File: src/rtl/fib_pkg.sv
// Shared Fibonacci constants and FSM state encoding.
// Used by the generator, the index decoder and their benches.
package fib_pkg;

  localparam int WIDTH = 13;
  localparam int IDX_W = 5;

  // Largest index and term that fit in WIDTH=13 bits
  localparam int FIB_MAX_IDX = 20;
  localparam int FIB_MAX     = 6765;

  typedef enum logic [1:0] {
    IDLE = 2'd0,
    RUN  = 2'd1,
    DONE = 2'd2
  } fib_state_e;

endpackage

File: src/rtl/fib_index.sv
// Fibonacci index decoder: walks the sequence one add per clock
// until it meets or passes the captured value.
import fib_pkg::*;

module fib_index #(
  parameter int WIDTH = fib_pkg::WIDTH,
  parameter int IDX_W = fib_pkg::IDX_W
) (
  input  logic             clock,
  input  logic             reset,
  input  logic             start,
  input  logic [WIDTH-1:0] value,
  output logic             busy,
  output logic             ready,
  output logic [IDX_W-1:0] index,
  output logic             is_fib
);

  fib_state_e       r_state, w_state;
  logic [WIDTH-1:0] r_tgt, w_tgt;
  logic [WIDTH-1:0] r_prev, w_prev;
  logic [WIDTH-1:0] r_cur, w_cur;
  logic [IDX_W-1:0] r_idx, w_idx;
  logic [IDX_W-1:0] r_index, w_index;
  logic             r_is_fib, w_is_fib;
  logic [WIDTH:0]   w_sum;

  // One extra bit exposes the overflow of the next term
  assign w_sum = {1'b0, r_cur} + {1'b0, r_prev};

  always_ff @(posedge clock or posedge reset) begin
    if (reset) begin
      r_state  <= IDLE;
      r_tgt    <= '0;
      r_prev   <= '0;
      r_cur    <= WIDTH'(1);
      r_idx    <= IDX_W'(1);
      r_index  <= '0;
      r_is_fib <= 1'b0;
    end else begin
      r_state  <= w_state;
      r_tgt    <= w_tgt;
      r_prev   <= w_prev;
      r_cur    <= w_cur;
      r_idx    <= w_idx;
      r_index  <= w_index;
      r_is_fib <= w_is_fib;
    end
  end

  always_comb begin
    w_state  = r_state;
    w_tgt    = r_tgt;
    w_prev   = r_prev;
    w_cur    = r_cur;
    w_idx    = r_idx;
    w_index  = r_index;
    w_is_fib = r_is_fib;
    unique case (r_state)
      IDLE, DONE: begin
        if (start) begin
          w_tgt  = value;
          w_prev = '0;
          w_cur  = WIDTH'(1);
          w_idx  = IDX_W'(1);
          if (value == '0) begin
            w_state  = DONE;
            w_index  = '0;
            w_is_fib = 1'b1;
          end else begin
            w_state = RUN;
          end
        end
      end
      RUN: begin
        if (r_cur == r_tgt) begin
          w_state  = DONE;
          w_index  = r_idx;
          w_is_fib = 1'b1;
        end else if (r_cur > r_tgt) begin
          w_state  = DONE;
          w_index  = r_idx - IDX_W'(1);
          w_is_fib = 1'b0;
        end else if (w_sum[WIDTH]) begin
          w_state  = DONE;
          w_index  = r_idx;
          w_is_fib = 1'b0;
        end else begin
          w_prev = r_cur;
          w_cur  = w_sum[WIDTH-1:0];
          w_idx  = r_idx + IDX_W'(1);
        end
      end
      default: w_state = IDLE;
    endcase
  end

  assign busy   = (r_state == RUN);
  assign ready  = (r_state == DONE);
  assign index  = r_index;
  assign is_fib = r_is_fib;

endmodule

File: config.mk
export PLATFORM = sky130hd
export DESIGN_NAME = fib_index
export DESIGN_NICKNAME = d
export VERILOG_FILES = /design/src/rtl/fib_pkg.sv /design/src/rtl/fib_index.sv
export SDC_FILE = /design/constraint.sdc
export NUM_CORES = 1
export LEC_CHECK = 0
export CAP_MARGIN = 0
export CORE_UTILIZATION = 38
export CTS_CLUSTER_DIAMETER = 30
export CTS_CLUSTER_SIZE = 12
export DETAILED_ROUTE_END_ITERATION = 8
export PLACE_DENSITY_LB_ADDON = 0.25
export SLEW_MARGIN = 20
export SYNTH_ARGS = -nofsm -noshare
export SYNTH_HDL_FRONTEND = slang
export SYNTH_SLANG_ARGS = --single-unit
File: constraint.sdc
create_clock -name clock -period 3.6 [get_ports clock]
set_clock_uncertainty 0.2 [all_clocks]
set_input_delay 0.9 -clock clock [delete_from_list [all_inputs] [get_ports clock]]
set_output_delay 0.9 -clock clock [all_outputs]
set_load 0.01 [all_outputs]
==> flow_metrics.tcl <==
set metrics [dict create \
    count_of_antenna_diodes_in_the_layout 0 \
    tightest_slew_ns 0.658 \
    synthCells 332 \
    rows 32 \
    yosys_most_used_dff "dfrtp_1" \
    path_max_fanout 6 \
    flow.area_growth_from_synthesis_pct 14.5 \
    timing_worst_setup_path_type "in2reg" \
    finalSetupTns_ns 0 \
    power.ir.vdd_worst_mv 0.216 \
    boundaryPins 24 \
    grt_first_pass_wirelength_um 10700 \
    hold_viol_final 0 \
    yosysUniqueCellTypes 42 \
    yosys_warnings 0 \
    cts-buffers-inserted 5 \
    fin_cells 458 \
    die_area_um2 8360 \
    crit_required_ns 3.58 \
    yosysTopAreaCell "dfrtp_1" \
    total_switching_power_uw 1170 \
    dpl.hpwl_um 4380 \
    placedCellCount 450 \
    syn-num-nets 377 \
    io_buffers 23 \
    placeableCoreArea_um2 7730 \
    cts.clk_slew.worst_paths_ns 0.10 \
    grt_max_degree 53 \
    cp-start-kind "primary input" \
    timing.critical_path.mode_cell "nand2_1" \
    sequential_fraction_of_design_power 0.365 \
    start_util 0.393 \
    post_cts.resized_instances 0 \
    final_layout_size_suffix_gt1_frac 0.0562 \
    dp_slack_ns 0.308 \
    drcViolationCount 0 \
    finish.net_count 400 \
    final_core_util 0.450 \
    via_per_inst 4.95 \
    critical-path-slowest-cell "nor4_1" \
    detail-route-antenna-nets 0 \
    drt_first_iter_violations 136 \
    cts_setup_buffers 0 \
    drt-wirelength-per-cell_um 12.9 \
    syn-mean-instance-area_um2 9.15 \
    cts_tree "yes" \
    critPathArrivalTime_ns 2.91 \
    final_period_minus_worst_setup_slack_ns 2.93 \
    share_clk_of_total_power 0.117 \
    achievable-frequency_mhz 341 \
    power.internal_uw 1560 \
    run_status "finished clean" \
    ctsLongestPathBuffers 2 \
    hold_buffers 0 \
    clock-sinks 52 \
    synth_top_area_share 0.412 \
    global_route.usage.total 0.160 \
    synth-seq-cells 52 \
    power_density_nw_per_um2 787 \
    synth_enable_flop_cells 0 \
    maxSlewViolCount 0 \
    via_count_of_the_first_global_routing_pass 2303 \
    end_kind "flop" \
    synth.top_cells.by_count "50 x dfrtp_1, 43 x o21ai_0, 33 x nand3_1, 32 x inv_1, 30 x nand2_1" \
    clock_tree.root_cell "clkbuf_8" \
    power_leakage_uw 0.00157 \
    power_switching_share 0.429 \
    drt_pre_antenna_iters 4 \
    detail_route.wirelength_um 5910 \
    timing.final.setup_violations 0 \
    maxCapViolCount 0 \
    clock_insertion_delay_worst_skew_ns 0.30 \
    synth_sequential_area_ratio 0.429 \
    grt_setup_unrepaired "no" \
    globalplace.congestion 0.826 \
    max_stage_delay_ns 0.55 \
    ys_top_cells_by_area "dfrtp_1 41%, ha_1 12%, o21ai_0 7.1%" \
    cp_cell_sequence "clkdlybuf4s50_1, or4_1, nor4_1, nand2_1, nand2_1, mux2i_1" \
    gr-total-overflow 0 \
    setup_slack_ns 0.671 \
    max-slew-margin-rel 0.561 \
    worst_hold_check_path_type "reg2reg" \
    syn_area_um2 3040 \
    post-route-period-util 0.813 \
    die_h_um 91.4 \
    final.hold.worst_slack_ns 0.298 \
    die_w_um 91.4 \
    most_frequent_cell_after_synthesis "dfrtp_1" \
    vias 2265 \
    async_reset_ff_frac 1.00 \
    grt_antenna_before_repair 0 \
    ctsHtreeMaxLevel 2 \
    power_frac_comb 0.518 \
]
routing by layer:
| layer | GRT usage | wire [um] | share of wire |
|---|---|---|---|
| met2 | 0.258 | 2590 | 0.44 |
| met3 | 0.0285 | 164 | 0.028 |
| met4 | 0.0476 | 57 | 0.0096 |
| met5 | 0 | 0 | 0 |
| met1 | 0.218 | 3100 | 0.52 |
registers in the layout (all words and copies together), names as in the netlist:
signal   cells
index        5
is_fib       1
r_cur       13
r_idx        5
r_prev      13
r_state      2
r_tgt       13
placed cells by master (no fill, tap or decap), types with 2 or more instances in the layout:
cell type / synthesis / layout
clkdlybuf4s50_1: 0 / 23
nor3b_1: 3 / 3
nand2_1: 30 / 30
buf_4: 0 / 6
clkbuf_1: 8 / 2
nor2_1: 9 / 9
xnor2_1: 9 / 9
clkbuf_8: 0 / 5
or3_1: 4 / 4
dfrtp_1: 50 / 50
nand3b_1: 3 / 3
nand4_1: 2 / 2
xor2_1: 5 / 5
nor3_1: 5 / 5
inv_1: 32 / 31
o21ai_0: 43 / 43
nand3_1: 33 / 33
o211ai_1: 4 / 4
nand2b_1: 4 / 4
ha_1: 28 / 28
dfstp_2: 2 / 2
nor2b_1: 5 / 5
a31oi_1: 2 / 2
o21ai_1: 2 / 2
a311oi_1: 2 / 2
nor4_1: 3 / 3
a21o_1: 2 / 2
o21bai_1: 2 / 2
or4_1: 2 / 2
mux2i_1: 7 / 7
a21oi_1: 14 / 14
path summary, 6_finish.rpt:
path | from | end | slack (ns) | depth (start not counted)
setup / recovery | value[12] | index[2] | 0.67 | 6
hold / removal | r_tgt[0] | r_tgt[0] | 0.30 | 2
setup reg to reg | r_cur[10] | r_cur[9] | 0.72 | 8
hold reg to reg | r_tgt[0] | r_tgt[0] | 0.30 | 2
max in group asynchronous | reset | r_prev[12] | 1.87 | 3
min in group asynchronous | reset | r_tgt[10] | 0.89 | 3
area by class of cell:
type                       count  area, um^2
timing repair buffer          29         275
fill                         751        4250
multi-input combinational    235        1570
clock inverter                 1        5.00
sequential                    52        1300
tap                          102         128
clock buffer                   7        76.3
inverter                      32         120
power by group through the flow:
stage          sequential [uW]  clock, uW  combinational [uW]
3_5_place_dp              1010          0                1430
4_1_cts                   1000        340                1440
2_1_floorplan              967          0                1100
6_report                   999        319                1420
5_1_grt                   1040        366                1660
3_3_place_gp              1000          0                1390
cell families after synthesis:
kind of cell | count (synthesis) | synth area share
adders and majority gates | 29 | 0.122
buffers and inverters | 45 | 0.0568
and+or+nand+nor | 106 | 0.177
xor gates and xnor gates | 14 | 0.0404
DFF | 52 | 0.429
muxes | 8 | 0.0268
AOI/OAI and AO/OA | 78 | 0.148
per-stage QoR:
| step | total power (uW) | instance area, um^2 |
|---|---|---|
| 2_1_floorplan | 2070 | 3040 |
| 5_1_grt | 3060 | 3480 |
| 6_report | 2740 | 3480 |
| 3_5_place_dp | 2440 | 3400 |
| 3_3_place_gp | 2390 | 3400 |
| 4_1_cts | 2780 | 3480 |
worst max-delay path: cells and delay by family:
kind | cells | cell delay, ns
buffers and inverters | 1 | 0.42
and+or+nand+nor | 4 | 1.51
muxes | 1 | 0.08
Power figures use the tool's default switching activity.
